## src/rtl/keypad_pkg.sv

```systemverilog
// Shared types and constants for the 4x4 keypad hex-entry scanner.
// The key map is indexed {col,row} and holds one hex nibble per key.
package keypad_pkg;

  typedef enum logic [1:0] {
    ST_SCAN        = 2'd0,
    ST_PRESS_DEB   = 2'd1,
    ST_ACCEPT      = 2'd2,
    ST_RELEASE_DEB = 2'd3
  } state_e;

  localparam logic [3:0] COLS_RESET = 4'b1110;

  // Nibble {col,row}: col0 = 1 4 7 0, col1 = 2 5 8 F, col2 = 3 6 9 E, col3 = A B C D
  localparam logic [63:0] KEY_MAP = 64'hDCBA_E963_F852_0741;

  function automatic logic [3:0] key_lookup(input logic [1:0] col, input logic [1:0] row);
    logic [5:0] base;
    base = {col, row, 2'b00};
    return KEY_MAP[base +: 4];
  endfunction

  function automatic logic [1:0] col_index(input logic [3:0] cols);
    logic [1:0] idx;
    case (cols)
      4'b1101: idx = 2'd1;
      4'b1011: idx = 2'd2;
      4'b0111: idx = 2'd3;
      default: idx = 2'd0;
    endcase
    return idx;
  endfunction

endpackage

```

## src/rtl/keypad_hex_entry_if.sv

```systemverilog
// Keypad pins plus the entry outputs; master drives rows/clear, slave is the scanner.
interface keypad_hex_entry_if;
  logic [3:0]  Rows;
  logic        Clear;
  logic [3:0]  Cols;
  logic [15:0] Value;
  logic [3:0]  KeyCode;
  logic        KeyStrobe;

  modport master (output Rows, Clear, input Cols, Value, KeyCode, KeyStrobe);
  modport slave  (input Rows, Clear, output Cols, Value, KeyCode, KeyStrobe);
endinterface

```

## src/rtl/keypad_row_decode.sv

```systemverilog
// Maps a synchronized active-low row pattern to a row index.
// Zero or several low rows are treated as no key.
module keypad_row_decode (
  input  logic [3:0] rows_s,
  output logic       valid,
  output logic [1:0] row_idx
);

  always_comb begin
    valid   = 1'b0;
    row_idx = 2'd0;
    case (rows_s)
      4'b1110: begin valid = 1'b1; row_idx = 2'd0; end
      4'b1101: begin valid = 1'b1; row_idx = 2'd1; end
      4'b1011: begin valid = 1'b1; row_idx = 2'd2; end
      4'b0111: begin valid = 1'b1; row_idx = 2'd3; end
      default: ;
    endcase
  end

endmodule

```

## src/rtl/keypad_hex_entry.sv

```systemverilog
// 4x4 keypad scanner with per-key debounce and a four-digit hex shift register.
//
// state       | meaning
// SCAN        | rotate columns each tick, look for a single low row
// PRESS_DEB   | column held, counting matching samples of the latched key
// ACCEPT      | one cycle: strobe out, digit already shifted into Value
// RELEASE_DEB | column held, counting consecutive all-rows-high samples
module keypad_hex_entry
  import keypad_pkg::*;
#(
  parameter int SCAN_DIV       = 50000,
  parameter int DEBOUNCE_SCANS = 4
) (
  input  logic               Clk,
  input  logic               Reset,
  keypad_hex_entry_if.slave  kp
);

  localparam int DIV_W = (SCAN_DIV > 1) ? $clog2(SCAN_DIV) : 1;
  localparam int DEB_W = $clog2(DEBOUNCE_SCANS + 1);
  localparam logic [DIV_W-1:0] DIV_LAST   = DIV_W'(SCAN_DIV - 1);
  localparam logic [DEB_W-1:0] DEB_TARGET = DEB_W'(DEBOUNCE_SCANS);

  state_e            state_q, state_d;
  logic [3:0]        sync1_q, sync1_d;
  logic [3:0]        rows_s_q, rows_s_d;
  logic [DIV_W-1:0]  div_q, div_d;
  logic [DEB_W-1:0]  deb_cnt_q, deb_cnt_d;
  logic [3:0]        cols_q, cols_d;
  logic [1:0]        key_row_q, key_row_d;
  logic [15:0]       value_q, value_d;
  logic [3:0]        key_code_q, key_code_d;

  logic              tick;
  logic              row_valid;
  logic [1:0]        row_idx;
  logic              accept;
  logic              advance;
  logic [DEB_W-1:0]  deb_inc;
  logic [3:0]        accept_code;

  keypad_row_decode u_row_decode (
    .rows_s  (rows_s_q),
    .valid   (row_valid),
    .row_idx (row_idx)
  );

  assign tick = (div_q == DIV_LAST);

  always_comb begin
    sync1_d     = kp.Rows;
    rows_s_d    = sync1_q;
    div_d       = tick ? '0 : div_q + 1'b1;
    state_d     = state_q;
    deb_cnt_d   = deb_cnt_q;
    cols_d      = cols_q;
    key_row_d   = key_row_q;
    key_code_d  = key_code_q;
    value_d     = value_q;
    accept      = 1'b0;
    advance     = 1'b0;
    deb_inc     = deb_cnt_q + 1'b1;
    // The column is still held on the completing tick, so it names the key.
    accept_code = key_lookup(col_index(cols_q), row_idx);

    case (state_q)
      ST_SCAN: begin
        if (tick) begin
          if (row_valid) begin
            key_row_d = row_idx;
            deb_cnt_d = DEB_W'(1);
            if (DEBOUNCE_SCANS == 1) begin
              accept  = 1'b1;
              state_d = ST_ACCEPT;
            end else begin
              state_d = ST_PRESS_DEB;
            end
          end else begin
            advance = 1'b1;
          end
        end
      end
      ST_PRESS_DEB: begin
        if (tick) begin
          if (row_valid && (row_idx == key_row_q)) begin
            deb_cnt_d = deb_inc;
            if (deb_inc == DEB_TARGET) begin
              accept  = 1'b1;
              state_d = ST_ACCEPT;
            end
          end else begin
            deb_cnt_d = '0;
            advance   = 1'b1;
            state_d   = ST_SCAN;
          end
        end
      end
      ST_ACCEPT: begin
        deb_cnt_d = '0;
        state_d   = ST_RELEASE_DEB;
      end
      ST_RELEASE_DEB: begin
        if (tick) begin
          if (rows_s_q == 4'hF) begin
            deb_cnt_d = deb_inc;
            if (deb_inc == DEB_TARGET) begin
              deb_cnt_d = '0;
              advance   = 1'b1;
              state_d   = ST_SCAN;
            end
          end else begin
            deb_cnt_d = '0;
          end
        end
      end
      default: begin
        deb_cnt_d = '0;
        state_d   = ST_SCAN;
      end
    endcase

    if (advance) cols_d = {cols_q[2:0], cols_q[3]};
    if (accept) key_code_d = accept_code;

    // Clear beats a simultaneous accept; the strobe and code still go out.
    if (kp.Clear)   value_d = 16'h0000;
    else if (accept) value_d = {value_q[11:0], accept_code};
  end

  always_ff @(posedge Clk) begin
    if (Reset) begin
      state_q    <= ST_SCAN;
      sync1_q    <= 4'hF;
      rows_s_q   <= 4'hF;
      div_q      <= '0;
      deb_cnt_q  <= '0;
      cols_q     <= COLS_RESET;
      key_row_q  <= 2'd0;
      value_q    <= 16'h0000;
      key_code_q <= 4'h0;
    end else begin
      state_q    <= state_d;
      sync1_q    <= sync1_d;
      rows_s_q   <= rows_s_d;
      div_q      <= div_d;
      deb_cnt_q  <= deb_cnt_d;
      cols_q     <= cols_d;
      key_row_q  <= key_row_d;
      value_q    <= value_d;
      key_code_q <= key_code_d;
    end
  end

  assign kp.Cols      = cols_q;
  assign kp.Value     = value_q;
  assign kp.KeyCode   = key_code_q;
  assign kp.KeyStrobe = (state_q == ST_ACCEPT);

endmodule

```

## src/flat_wrapper.sv

```systemverilog
// flat-port wrapper written by rule: the top's interface ports become plain ports
module keypad_hex_entry_flat import keypad_pkg::*;
#(
  parameter int SCAN_DIV       = 50000,
  parameter int DEBOUNCE_SCANS = 4
)
  (Clk, Reset, kp_Rows, kp_Clear, kp_Cols, kp_Value, kp_KeyCode, kp_KeyStrobe);
  keypad_hex_entry_if kp_i ();
  input  logic Clk;
  input  logic Reset;
  input wire logic [$bits(kp_i.Rows)-1:0] kp_Rows;
  input wire logic [$bits(kp_i.Clear)-1:0] kp_Clear;
  output wire logic [$bits(kp_i.Cols)-1:0] kp_Cols;
  output wire logic [$bits(kp_i.Value)-1:0] kp_Value;
  output wire logic [$bits(kp_i.KeyCode)-1:0] kp_KeyCode;
  output wire logic [$bits(kp_i.KeyStrobe)-1:0] kp_KeyStrobe;
  assign kp_i.Rows = kp_Rows;
  assign kp_i.Clear = kp_Clear;
  assign kp_Cols = kp_i.Cols;
  assign kp_Value = kp_i.Value;
  assign kp_KeyCode = kp_i.KeyCode;
  assign kp_KeyStrobe = kp_i.KeyStrobe;
  keypad_hex_entry #(.SCAN_DIV(SCAN_DIV), .DEBOUNCE_SCANS(DEBOUNCE_SCANS)) u_core (.Clk(Clk), .Reset(Reset), .kp(kp_i));
endmodule
```

## config.mk

```make
export PLATFORM = sky130hd
export DESIGN_NAME = keypad_hex_entry_flat
export DESIGN_NICKNAME = d
export VERILOG_FILES = /design/src/rtl/keypad_pkg.sv /design/src/rtl/keypad_hex_entry_if.sv /design/src/rtl/keypad_row_decode.sv /design/src/rtl/keypad_hex_entry.sv /design/src/flat_wrapper.sv
export SDC_FILE = /design/constraint.sdc
export NUM_CORES = 1
export LEC_CHECK = 0
export BUFFER_PORTS_ARGS = -buffer_cell sky130_fd_sc_hd__buf_2
export CAP_MARGIN = 20
export CORE_ASPECT_RATIO = 0.5
export CORE_MARGIN = 5
export CORE_UTILIZATION = 40
export CTS_CLUSTER_DIAMETER = 40
export DETAILED_ROUTE_END_ITERATION = 10
export GPL_TIMING_DRIVEN = 0
export PLACE_DENSITY = 0.66
export SLEW_MARGIN = 20
export SYNTH_ARGS = -nofsm -noshare
export SYNTH_HDL_FRONTEND = slang
export SYNTH_SLANG_ARGS = --single-unit
export TNS_END_PERCENT = 5
```

## constraint.sdc

```tcl
create_clock -name Clk -period 2.5 [get_ports Clk]
set_clock_uncertainty 0.15 [all_clocks]
set_input_delay 0.5 -clock Clk [delete_from_list [all_inputs] [get_ports Clk]]
set_output_delay 0.5 -clock Clk [all_outputs]
set_load 0.1 [all_outputs]
```

Word-level counts from Yosys, hierarchy flattened
Cells that the tools add are included.
{"block": "word_totals", "input_bits": 7, "register_bits": 55, "elab_cells": 72, "output_inout_bits": 25}
{"block": "classes", "muxes": 31, "add_sub_neg": 2, "n_reduce_logical": 8, "n_shift": 1, "n_eq_ne": 21}
{"op": "variable part select 64 x 7 -> 4 bit, first input constant", "count": 1}
{"op": "equality test 4 bit, second input constant", "count": 6}
{"op": "two-way mux 3 bit", "count": 7}
{"op": "adder 16 x 1 -> 16 bit, second input constant", "count": 1}
{"op": "equality test 16 bit, second input constant", "count": 1}
{"op": "two-way mux 2 bit", "count": 8}
{"op": "inequality test 2 x 1 -> 1 bit, second input constant", "count": 6}
{"op": "case mux 2 bit (3 select lines)", "count": 2}
{"op": "case mux 3 bit (4 select lines)", "count": 1}
{"op": "two-way mux 1 bit", "count": 11}
{"op": "equality test 4 x 3 -> 1 bit, second input constant", "count": 2}
{"op": "case mux 2 bit (4 select lines)", "count": 1}
{"op": "AND reduction 7 bit", "count": 1}
{"op": "equality test 2 bit, second input constant", "count": 2}
{"op": "AND reduction 4 bit", "count": 1}
{"op": "OR reduction 2 bit", "count": 2}
{"op": "OR reduction 4 bit", "count": 1}
{"op": "adder 3 x 1 -> 3 bit, second input constant", "count": 1}
{"op": "equality test 3 bit, second input constant", "count": 1}
{"op": "inequality test 3 bit, second input constant", "count": 1}
{"op": "case mux 1 bit (3 select lines)", "count": 1}
{"op": "AND reduction 3 bit", "count": 1}
{"op": "equality test 2 x 1 -> 1 bit, second input constant", "count": 1}
{"op": "equality test 2 bit", "count": 1}
{"op": "other kinds (2)", "count": 2}

Longest topological paths before layout
{"block": "depth", "depth_word": 7, "mapped_depth": 10, "ltp_nobuf": 8}

Modules after synthesis
From an unflattened synthesis, not the netlist that was laid out.
{"block": "hier_totals", "cells_unflattened": 273, "hier_area_um2": 2411.1}
{"module": "keypad_hex_entry", "instances": 1, "cells_each": 265, "area_each_um2": 2361.0, "seq_area_each_um2": 1101.1}
{"module": "keypad_row_decode", "instances": 1, "cells_each": 8, "area_each_um2": 50.0, "seq_area_each_um2": 0.0}

Worst setup path before layout
Ideal clock, no wire load.
{"block": "synth_timing", "path_kind": "flip-flop to flip-flop", "start": "register u_core.div_q[11]", "end": "register u_core.key_row_q[0]", "slack_ps": 112, "setup_ps": 63, "period_less_slack_ps": 2388, "t_arrival_ps": 2175, "stages_incl_launch_ff": 6, "required_ps": 2287, "n_path_buf": 0, "cell_sequence": "dfxtp_1 > or4b_4 > or4_4 > a2111oi_4 > mux2_4 > nor2_2"}
{"block": "synth_between", "elab_chain_cells": 2}
{"item": "start: declaration", "line": "keypad_hex_entry.sv:27", "source": "logic [DIV_W-1:0] div_q, div_d;"}
{"item": "start signal: assignment", "line": "keypad_hex_entry.sv:145", "source": "div_q <= div_d;"}
{"item": "equality test 16 bit", "line": "keypad_hex_entry.sv:48", "source": "assign tick = (div_q == DIV_LAST);"}
{"item": "AND reduction 3 bit (no line)"}
{"item": "end signal: assignment", "line": "keypad_hex_entry.sv:148", "source": "key_row_q <= key_row_d;"}
{"item": "end: declaration", "line": "keypad_hex_entry.sv:30", "source": "logic [1:0] key_row_q, key_row_d;"}
No other way between the ends.
A chain may end at the register's enable or synchronous reset.

Final worst setup path
Ends and elaborated chain as after synthesis.

==> flow_summary.toml <==
[layout]
mostFrequentLayoutCell = "dfxtp_1"
layout.nets = 345
stdcell_area_um2 = 3040
final_layout_size_suffix_gt1_share_pct = 21.0
diodes = 0
final_util_pct = 49.2
stdcell_count = 421
final_cell_mix = "dfxtp_1 (54), buf_2 (34), nor2_1 (27)"
areaGrowthSynthToFinish_pct = 16.9

[placed_design]
dpl-instance-area_um2 = 2870
port_buffers = 31
dp_hpwl_um = 4150
numPlacedInstances = 413
finalWeightedCongestion = 0.892

[sta]
worstMarginPinSlew_ns = 0.606
period_share_pct = 97.6
grt_setup_unrepaired = "true"
post-route-min-period_ns = 2.44
max_freq_mhz = 410
setup_viol = 0
slew_violations = 0
slew_headroom_pct = 59.2
finalSetupTns_ns = 0
hold_viol = 0

[job]
max_cap_violations = 0

[yosys]
synth_edf_count = 0
synth_fp_nets = 307
ys_top_cells_by_area = "dfxtp_1 (42%), a21oi_1 (5.0%), nor2_1 (4.0%), o21ai_0 (4.0%), xor2_1 (3.7%)"
async_reset_ff_share_pct = 0
synthCells = 294
synth_top_area_cell = "dfxtp_1"
synth-compound-area-share_pct = 18.2
synth_xor_area_share_pct = 6.05
yosysSeqAreaShare_pct = 42.3
synth_top_family_by_area = "simple AND/OR/NAND/NOR gates"
synth_top_area_share_pct = 42.3
muxShareOfSynthArea_pct = 3.65
yosys_warnings = 0
synth_ff_type = "dfxtp_1"
mappedNetlistArea_um2 = 2600
yosys.area_share.simple_pct = 23.0
synth-seq-cells = 55
synth.distinct_cells = 54
synthAdderAreaFrac_pct = 2.88
syn_avg_cell_area_um2 = 8.86

[setup_path]
cpMaxStageDelayCell = "or4_4"
cpLargestDelayFamily = "simple AND/OR/NAND/NOR gates"
cp-end-kind = "flop"
worstSetupStartpointType = "flop"
crit_path_max_incr_delay_ns = 0.59
cp.required_ns = 2.57
path_cells = "or4b_4 -> or4_4 -> a2111oi_4 -> mux2_4 -> nor2_2"
path_buf_inv = 0
cp.arrival_ns = 2.51
worstPathMaxFanout = 5
path_class = "reg -> reg"

[pwr]
p_clk_share_pct = 40.6
total_power_mw = 1.63
comb_power_share_pct = 4.8
power.leakage_nw = 1.14
intPower_mw = 1.29
seq_power_share_pct = 54.7
power.density_nw_per_um2 = 537
switchingPower_mw = 0.345
ir_drop_mv = 0.368
p_sw_share_pct = 21.1

[route]
first_iter_violations = 136
dr.pass1.iters = 4
vias = 2221
drt-total-wl_um = 5650
via_per_inst = 5.28
ant_nets = 0
wire_per_inst_um = 13.4
drc = 0

[clock_tree]
cts_buffers = 5
clkLatencyLatePin_ns = 0.29
tritoncts = "built"
clkTransAtPathRegs_ns = 0.06
cts.path.max_buffers = 2
cts_htree_levels = 2
clock-sinks = 55
cts_root_buf = "clkbuf_16"

[floorplanning]
die_y_um = 67.1
die_x_um = 124
num_rows = 20
pin_count = 32
core_area_um2 = 6180
die_area_um2 = 8320
start_util_pct = 42.1

[global_route]
grt_util_all_layers_pct = 14.8
grt_pass1_wl_um = 9820
grt-ovfl-total = 0
grt_pass1_vias = 2119
antenna_found_initial = 0
grt_start_max_net_pins = 16

[run_status]
status = "finished clean"

[min_path]
min_path_type = "in -> reg"
-- metal layers --
layer	up-vias	wire length [um]	global-route usage, %
met4	0	36	3.27
met5	-	0	0
met2	36	2690	25.2
li1	1126	-	-
met1	1053	2660	19.0
met3	6	265	3.65
-- power by group through the flow --
stage               clock, mW  combinational [mW]  sequential, mW
floorplan                   0              0.0589           0.910
global placement            0              0.0762           0.911
detailed placement          0              0.0792           0.912
CTS                     0.680              0.0798           0.892
global route            0.727              0.0877           0.894
finish                  0.663              0.0777           0.893
-- synth_stat cells (5+ instances only) --
library cell / count
inv_1: 7
dfxtp_1: 55
xor2_1: 11
a211oi_1: 5
o21ai_0: 21
a21oi_1: 26
or2_2: 11
mux2i_1: 8
nand3_1: 17
and3_1: 7
nand4_1: 5
ha_1: 6
xnor2_1: 7
nand2_1: 16
clkbuf_1: 8
nor2_1: 28
-- worst register-to-register path: stages (launching register included) --
cell,delay [ns]
dfxtp_2,0.34
or4b_4,0.57
or4_4,0.59
a2111oi_4,0.31
mux2_4,0.34
nor2_2,0.08
-- cell families (layout without fill, tap and decap cells) --
kind of cell,Yosys count,after routing
AND/OR/NAND/NOR,110,110
AO/OA/AOI/OAI,74,74
flip-flops,55,55
buffers and inverters,22,61
XOR/XNOR,18,18
multiplexers,9,9
adder cells (fa/ha/maj),6,6
-- path summary, 6_finish.rpt --
check | start | to | slack, ns | cells after the start
setup / recovery | u_core.div_q[11] | u_core.key_row_q[0] | 0.06 | 5
hold / removal | kp_Rows[1] | u_core.rows_s_d[1] | 0.25 | 2
setup reg to reg | u_core.div_q[11] | u_core.key_row_q[0] | 0.06 | 5
hold reg to reg | u_core.rows_s_d[1] | u_core.rows_s_q[1] | 0.26 | 1
-- area by class of cell --
| class | instances | area [um^2] |
|---|---|---|
| Inverter | 7 | 26.3 |
| Clock buffer | 7 | 133 |
| Multi-Input combinational cell | 217 | 1430 |
| Timing Repair Buffer | 32 | 163 |
| Tap cell | 88 | 110 |
| Sequential cell | 55 | 1100 |
| Fill cell | 610 | 3140 |
| Clock inverter | 1 | 5.00 |
| Buffer | 14 | 75.1 |
-- metrics by stage --
step                      setup WS, ns  hold slack [ns]
final                           0.0603            0.245
after detailed placement       -0.0585            0.249
after global placement         -0.0575            0.242
after global routing           -0.0418            0.235
after floorplan                  0.112            0.239
after CTS                       0.0279            0.240
-- flip-flops by register name, indices dropped and copies added (netlist names), named ones only --
| register | count |
|---|---|
| u_core.key_row_q | 2 |
| u_core.div_q | 16 |
| u_core.kp.KeyCode | 4 |
| u_core.rows_s_d | 4 |
| u_core.kp.Value | 16 |
| u_core.state_q | 1 |
| u_core.kp.Cols | 4 |
| u_core.deb_cnt_q | 3 |
| u_core.rows_s_q | 4 |
-- what timing repair did --
item | in CTS | in global routing
hold buffers | 0 | 0
gates cloned | 0 | 0
buffers inserted | 0 | 1
pin swaps | 1 | 0
endpoints found under the setup margin | 20 | 25
gates resized for setup | 3 | 6
Note: power is estimated with default switching activity, not from simulation.
